**src/rtl/pc_sequencer_pkg.sv**
```systemverilog
// Shared types and defaults for the next-PC sequencer.
package pc_sequencer_pkg;

    localparam int unsigned PC_W_DEFAULT      = 8;
    localparam int unsigned RAS_DEPTH_DEFAULT = 4;

    // Sequencer state encoding as seen on the state output.
    typedef enum logic [1:0] {
        ST_RUN   = 2'b00,
        ST_STALL = 2'b01,
        ST_HALT  = 2'b10,
        ST_FAULT = 2'b11
    } seq_state_e;

endpackage

```
**src/rtl/pc_sequencer_return_stack.sv**
```systemverilog
// Return-address LIFO: DEPTH x W entries, pointer counts occupied slots.
module return_stack #(
    parameter int unsigned DEPTH = 4,
    parameter int unsigned W     = 8
) (
    input  logic         clk,
    input  logic         reset_n,
    input  logic         push,
    input  logic         pop,
    input  logic [W-1:0] push_data,
    output logic [W-1:0] top,
    output logic         empty,
    output logic         full
);

    localparam int unsigned AW = (DEPTH > 1) ? $clog2(DEPTH) : 1;
    localparam int unsigned PW = AW + 1;

    logic [W-1:0]  mem [DEPTH];
    logic [PW-1:0] ptr;

    // Pointer moves on accepted push/pop; overflow/underflow requests are dropped.
    always_ff @(posedge clk or negedge reset_n) begin
        if (!reset_n) begin
            ptr <= '0;
        end else if (push && !full) begin
            ptr <= ptr + PW'(1);
        end else if (pop && !empty) begin
            ptr <= ptr - PW'(1);
        end
    end

    // Entry storage needs no reset; only the pointer defines validity.
    always_ff @(posedge clk) begin
        if (push && !full) begin
            mem[ptr[AW-1:0]] <= push_data;
        end
    end

    assign top   = mem[AW'(ptr - PW'(1))];
    assign empty = (ptr == '0);
    assign full  = (ptr == PW'(DEPTH));

endmodule

```
**src/rtl/pc_sequencer.sv**
```systemverilog
// Next-PC controller: PC register, run/stall/halt/fault FSM and call/return stack.
module pc_sequencer
    import pc_sequencer_pkg::*;
#(
    parameter int unsigned     PC_W         = PC_W_DEFAULT,
    parameter int unsigned     RAS_DEPTH    = RAS_DEPTH_DEFAULT,
    parameter logic [PC_W-1:0] RESET_VECTOR = PC_W'(0)
) (
    input  logic            clk,
    input  logic            reset_n,
    input  logic            stall,
    input  logic            halt_req,
    input  logic            resume,
    input  logic            branch,
    input  logic [PC_W-1:0] branch_offset,
    input  logic            jump,
    input  logic            call,
    input  logic            ret,
    input  logic [PC_W-1:0] target,
    output logic [PC_W-1:0] pc,
    output logic [1:0]      state,
    output logic            ras_empty,
    output logic            ras_full,
    output logic            fault
);

    seq_state_e      state_q;
    logic [PC_W-1:0] pc_q;
    logic [PC_W-1:0] pc_inc;
    logic [PC_W-1:0] ras_top;
    logic            ras_push;
    logic            ras_pop;
    logic            active;

    assign pc_inc = pc_q + PC_W'(1);
    assign active = ((state_q == ST_RUN) || (state_q == ST_STALL)) && !halt_req && !stall;

    // Stack requests follow the RUN priority: ret beats call, both blocked on fault conditions.
    always_comb begin
        ras_push = 1'b0;
        ras_pop  = 1'b0;
        if (active) begin
            if (ret) begin
                ras_pop = !ras_empty;
            end else if (call) begin
                ras_push = !ras_full;
            end
        end
    end

    return_stack #(
        .DEPTH (RAS_DEPTH),
        .W     (PC_W)
    ) u_ras (
        .clk       (clk),
        .reset_n   (reset_n),
        .push      (ras_push),
        .pop       (ras_pop),
        .push_data (pc_inc),
        .top       (ras_top),
        .empty     (ras_empty),
        .full      (ras_full)
    );

    // Sequencer FSM and next-PC selection.
    always_ff @(posedge clk or negedge reset_n) begin
        if (!reset_n) begin
            state_q <= ST_RUN;
            pc_q    <= RESET_VECTOR;
        end else begin
            case (state_q)
                ST_RUN, ST_STALL: begin
                    if (halt_req) begin
                        state_q <= ST_HALT;
                    end else if (stall) begin
                        state_q <= ST_STALL;
                    end else begin
                        state_q <= ST_RUN;
                        if (ret) begin
                            if (ras_empty) state_q <= ST_FAULT;
                            else           pc_q    <= ras_top;
                        end else if (call) begin
                            if (ras_full) state_q <= ST_FAULT;
                            else          pc_q    <= target;
                        end else if (jump) begin
                            pc_q <= target;
                        end else if (branch) begin
                            pc_q <= pc_q + branch_offset;
                        end else begin
                            pc_q <= pc_inc;
                        end
                    end
                end
                ST_HALT: begin
                    if (resume && !halt_req) state_q <= ST_RUN;
                end
                default: begin
                    state_q <= ST_FAULT;
                end
            endcase
        end
    end

    assign pc    = pc_q;
    assign state = state_q;
    assign fault = (state_q == ST_FAULT);

endmodule

```
**config.mk**
```make
export PLATFORM = sky130hd
export DESIGN_NAME = pc_sequencer
export DESIGN_NICKNAME = d
export VERILOG_FILES = /design/src/rtl/pc_sequencer_pkg.sv /design/src/rtl/pc_sequencer_return_stack.sv /design/src/rtl/pc_sequencer.sv
export SDC_FILE = /design/constraint.sdc
export NUM_CORES = 1
export LEC_CHECK = 0
export ABC_AREA = 1
export CAP_MARGIN = 20
export CORE_ASPECT_RATIO = 0.6
export CORE_MARGIN = 2
export CORE_UTILIZATION = 40
export DETAILED_ROUTE_END_ITERATION = 12
export PLACE_DENSITY_LB_ADDON = 0.3
export SYNTH_ARGS = -nofsm -noshare
export SYNTH_HDL_FRONTEND = slang
export SYNTH_SLANG_ARGS = --single-unit
```
**constraint.sdc**
```tcl
create_clock -name clk -period 3.91 [get_ports clk]
set_input_delay 0.5865 -clock clk [delete_from_list [all_inputs] [get_ports clk]]
set_output_delay 0.5865 -clock clk [all_outputs]
set_load 0.005 [all_outputs]
```
==> impl_results.md <==
- Vias in the first global route: 1879
- DIE HEIGHT: 66.9 um
- Largest net degree at the start of global routing: 21
- Final hold viol count: 0
- N_diodes: 0
- Tot Pwr: 2.03 mW
- CTS tree: done
- Crit path max fanout: 20
- GRT Util Overall: 0.184
- Main flop type after synthesis: edfxtp_1
- Gpl congestion: 0.847
- Root buffer cell: clkbuf_8
- Outcome: complete, no violations
- Fmax: 340 MHz
- Post-synthesis sequential area ratio: 0.488
- DRC viols: 0
- Slew Viols, Final: 0
- Clk pin slew, worst setup/hold paths: 0.08 ns
- IO Count: 38
- RSZ-0062 raised after global routing: no
- Die area: 7270 sq um
- Distinct cells, synth: 36
- Hold Buf Count CTS: 0
- Design area: 3180 sq um
- First-pass GRT wire length: 9890 um
- CTS buffer count: 5
- Final core occ: 0.508
- Post-DRT Antenna Nets: 0
- Peak VDD IR: 0.242 mV
- Die width: 109 um
- H-tree depth reported by CTS: 2
- Vias: 2140
- First DRT Iteration DRCs: 176
- Crit. Startpoint: u_ras.ptr[0]
- Period utilisation layout: 0.753
- Critical setup path kind: reg -> out
- Vias/cell: 5.12
- Row count: 22
- # nets final: 372
- Slew headroom: 0.466
- Initial Util: 0.422
- Core outline area: 6250 sq um
- Mean routed wirelength per cell: 14.9 um
- Initial antenna violation count: 0
- Number of detailed-route iterations in the first pass: 4
- Pwr/cell area: 639 nW/um^2
- Hold Startpoint: u_ras.ptr[2]
- Ratio of cells with drive above 1 in the final layout: 0.0958
- Area growth syn-to-layout: 20.6%
- Max-cap viol count: 0
- Worst min-delay path class: reg -> reg
- Final Setup Violations: 0
- Tmin final: 2.94 ns
- CTS Buffer Depth: 2
- CP startpoint kind: flip-flop
- FF+latch count, synth: 45
- Final HPWL DP: 4620 um
- Number of fill cells: 597
- Skew final: 0.00517 ns
- Asr flop ratio synth: 0.289
- Worst endpoint required time: 3.32 ns
- CTS-repair resized insts: 0
- Worst Setup End Kind: output port
- Origin of the critical flop-to-flop path: u_ras.ptr[0]
- Critical path arrival: 2.36 ns
- Number of synthesized flops with an enable pin: 32
- Worst hold margin: 0.496 ns
- Mapped Area: 2640 sq um
- Leak Pwr: 1.32 nW
- Synthesis Warnings: 0
- Number of port buffers: 37
- Total gr overflow: 0
- CTS Sinks: 45
- Syn avg cell area: 8.99 sq um
- Area after DPL: 3100 sq um
- Post-Synthesis Cells: 293
- Clk_lat worst skew: 0.29 ns
- Setup TNS: 0 ns
- Routed WL: 6210 um
- Worst slew pin tran: 0.798 ns
- Syn nets: 332
- Post-CTS Setup Inserts: 0
worst paths after layout:
| check | end | cells past startpoint | slack (ns) |
|---|---|---|---|
| worst max-delay path | ras_empty | 5 | 0.97 |
| worst min-delay path | u_ras.ptr[2] | 1 | 0.50 |
| worst max register to register | u_ras.mem[3][4] | 5 | 1.17 |
| worst min register to register | u_ras.ptr[2] | 1 | 0.50 |
| max in group asynchronous | pc[2] | 1 | 2.71 |
| min in group asynchronous | u_ras.ptr[2] | 1 | 0.73 |
registers in the layout, summed over array words and instances (netlist names), named ones only:
name	cells
pc	8
state	1
u_ras.mem	32
u_ras.ptr	3
per-layer routing:
layer	up-vias	part of all wire	wire length [um]	global-route usage
met4	0	0.0019	12	0.0240
met2	91	0.37	2300	0.226
met5	-	0	0	0
met3	2	0.099	613	0.0519
met1	990	0.53	3280	0.311
li1	1057	-	-	-
critical path: stages (launching register included):
cell and delay [ns]:
dfrtp_1 0.78, inv_2 0.32, ha_1 0.30, nand2_1 0.12, inv_1 0.09, clkdlybuf4s50_1 0.45
report_power, final:
group,total (mW),switching [mW],internal (mW)
clock network,0.273,0.148,0.125
logic,0.985,0.578,0.407
registers,0.771,0.128,0.642
per-stage QoR:
step,instances,setup slack [ns]
6_report,418,0.967
5_1_grt,418,0.764
4_1_cts,418,0.963
3_5_place_dp,410,0.952
3_3_place_gp,410,1.09
2_1_floorplan,293,1.79
layout by cell type, fill, tap and decap left out, types with 5 or more instances in the layout:
master and count:
ha_1 13, edfxtp_1 32, a21oi_1 8, nor2_1 29, xnor2_1 6, nor2_2 5
nand2_1 66, inv_1 32, dfrtp_1 13, o21ai_0 24, nand3_1 11, clkdlybuf4s50_1 37
clkbuf_8 5
cells by family after synthesis:
logic type / synth area share
xor gates and xnor gates: 0.0332
adders and majority gates: 0.0693
buffers and inverters: 0.0646
and+or+nand+nor: 0.225
AOI/OAI and AO/OA: 0.120
DFF: 0.488
synth_stat cells, drive strengths merged, types with 3 or more instances:
| cell | number | area, sq um |
|---|---|---|
| nand2 | 69 | 272 |
| inv | 37 | 141 |
| nor2 | 37 | 174 |
| edfxtp | 32 | 961 |
| o21ai | 28 | 144 |
| nand3 | 14 | 85.1 |
| dfrtp | 13 | 325 |
| ha | 13 | 163 |
| a21oi | 9 | 48.8 |
| xnor2 | 6 | 52.6 |
| buf | 5 | 25.0 |
| o211ai | 4 | 30.0 |
| o221ai | 4 | 35.0 |
| xor2 | 4 | 35.0 |
| a31oi | 3 | 18.8 |
| o22ai | 3 | 25.0 |
layout make-up:
type	count	area, sq um	area share
Clock inverter	1	3.75	0.00118
Sequential cell	45	1290	0.405
Clock buffer	7	76.3	0.0240
Multi-Input combinational cell	205	1180	0.371
Inverter	37	141	0.0445
Timing Repair Buffer	39	385	0.121
Tap cell	84	105	0.0331
Note: power is estimated with default switching activity, not from simulation.
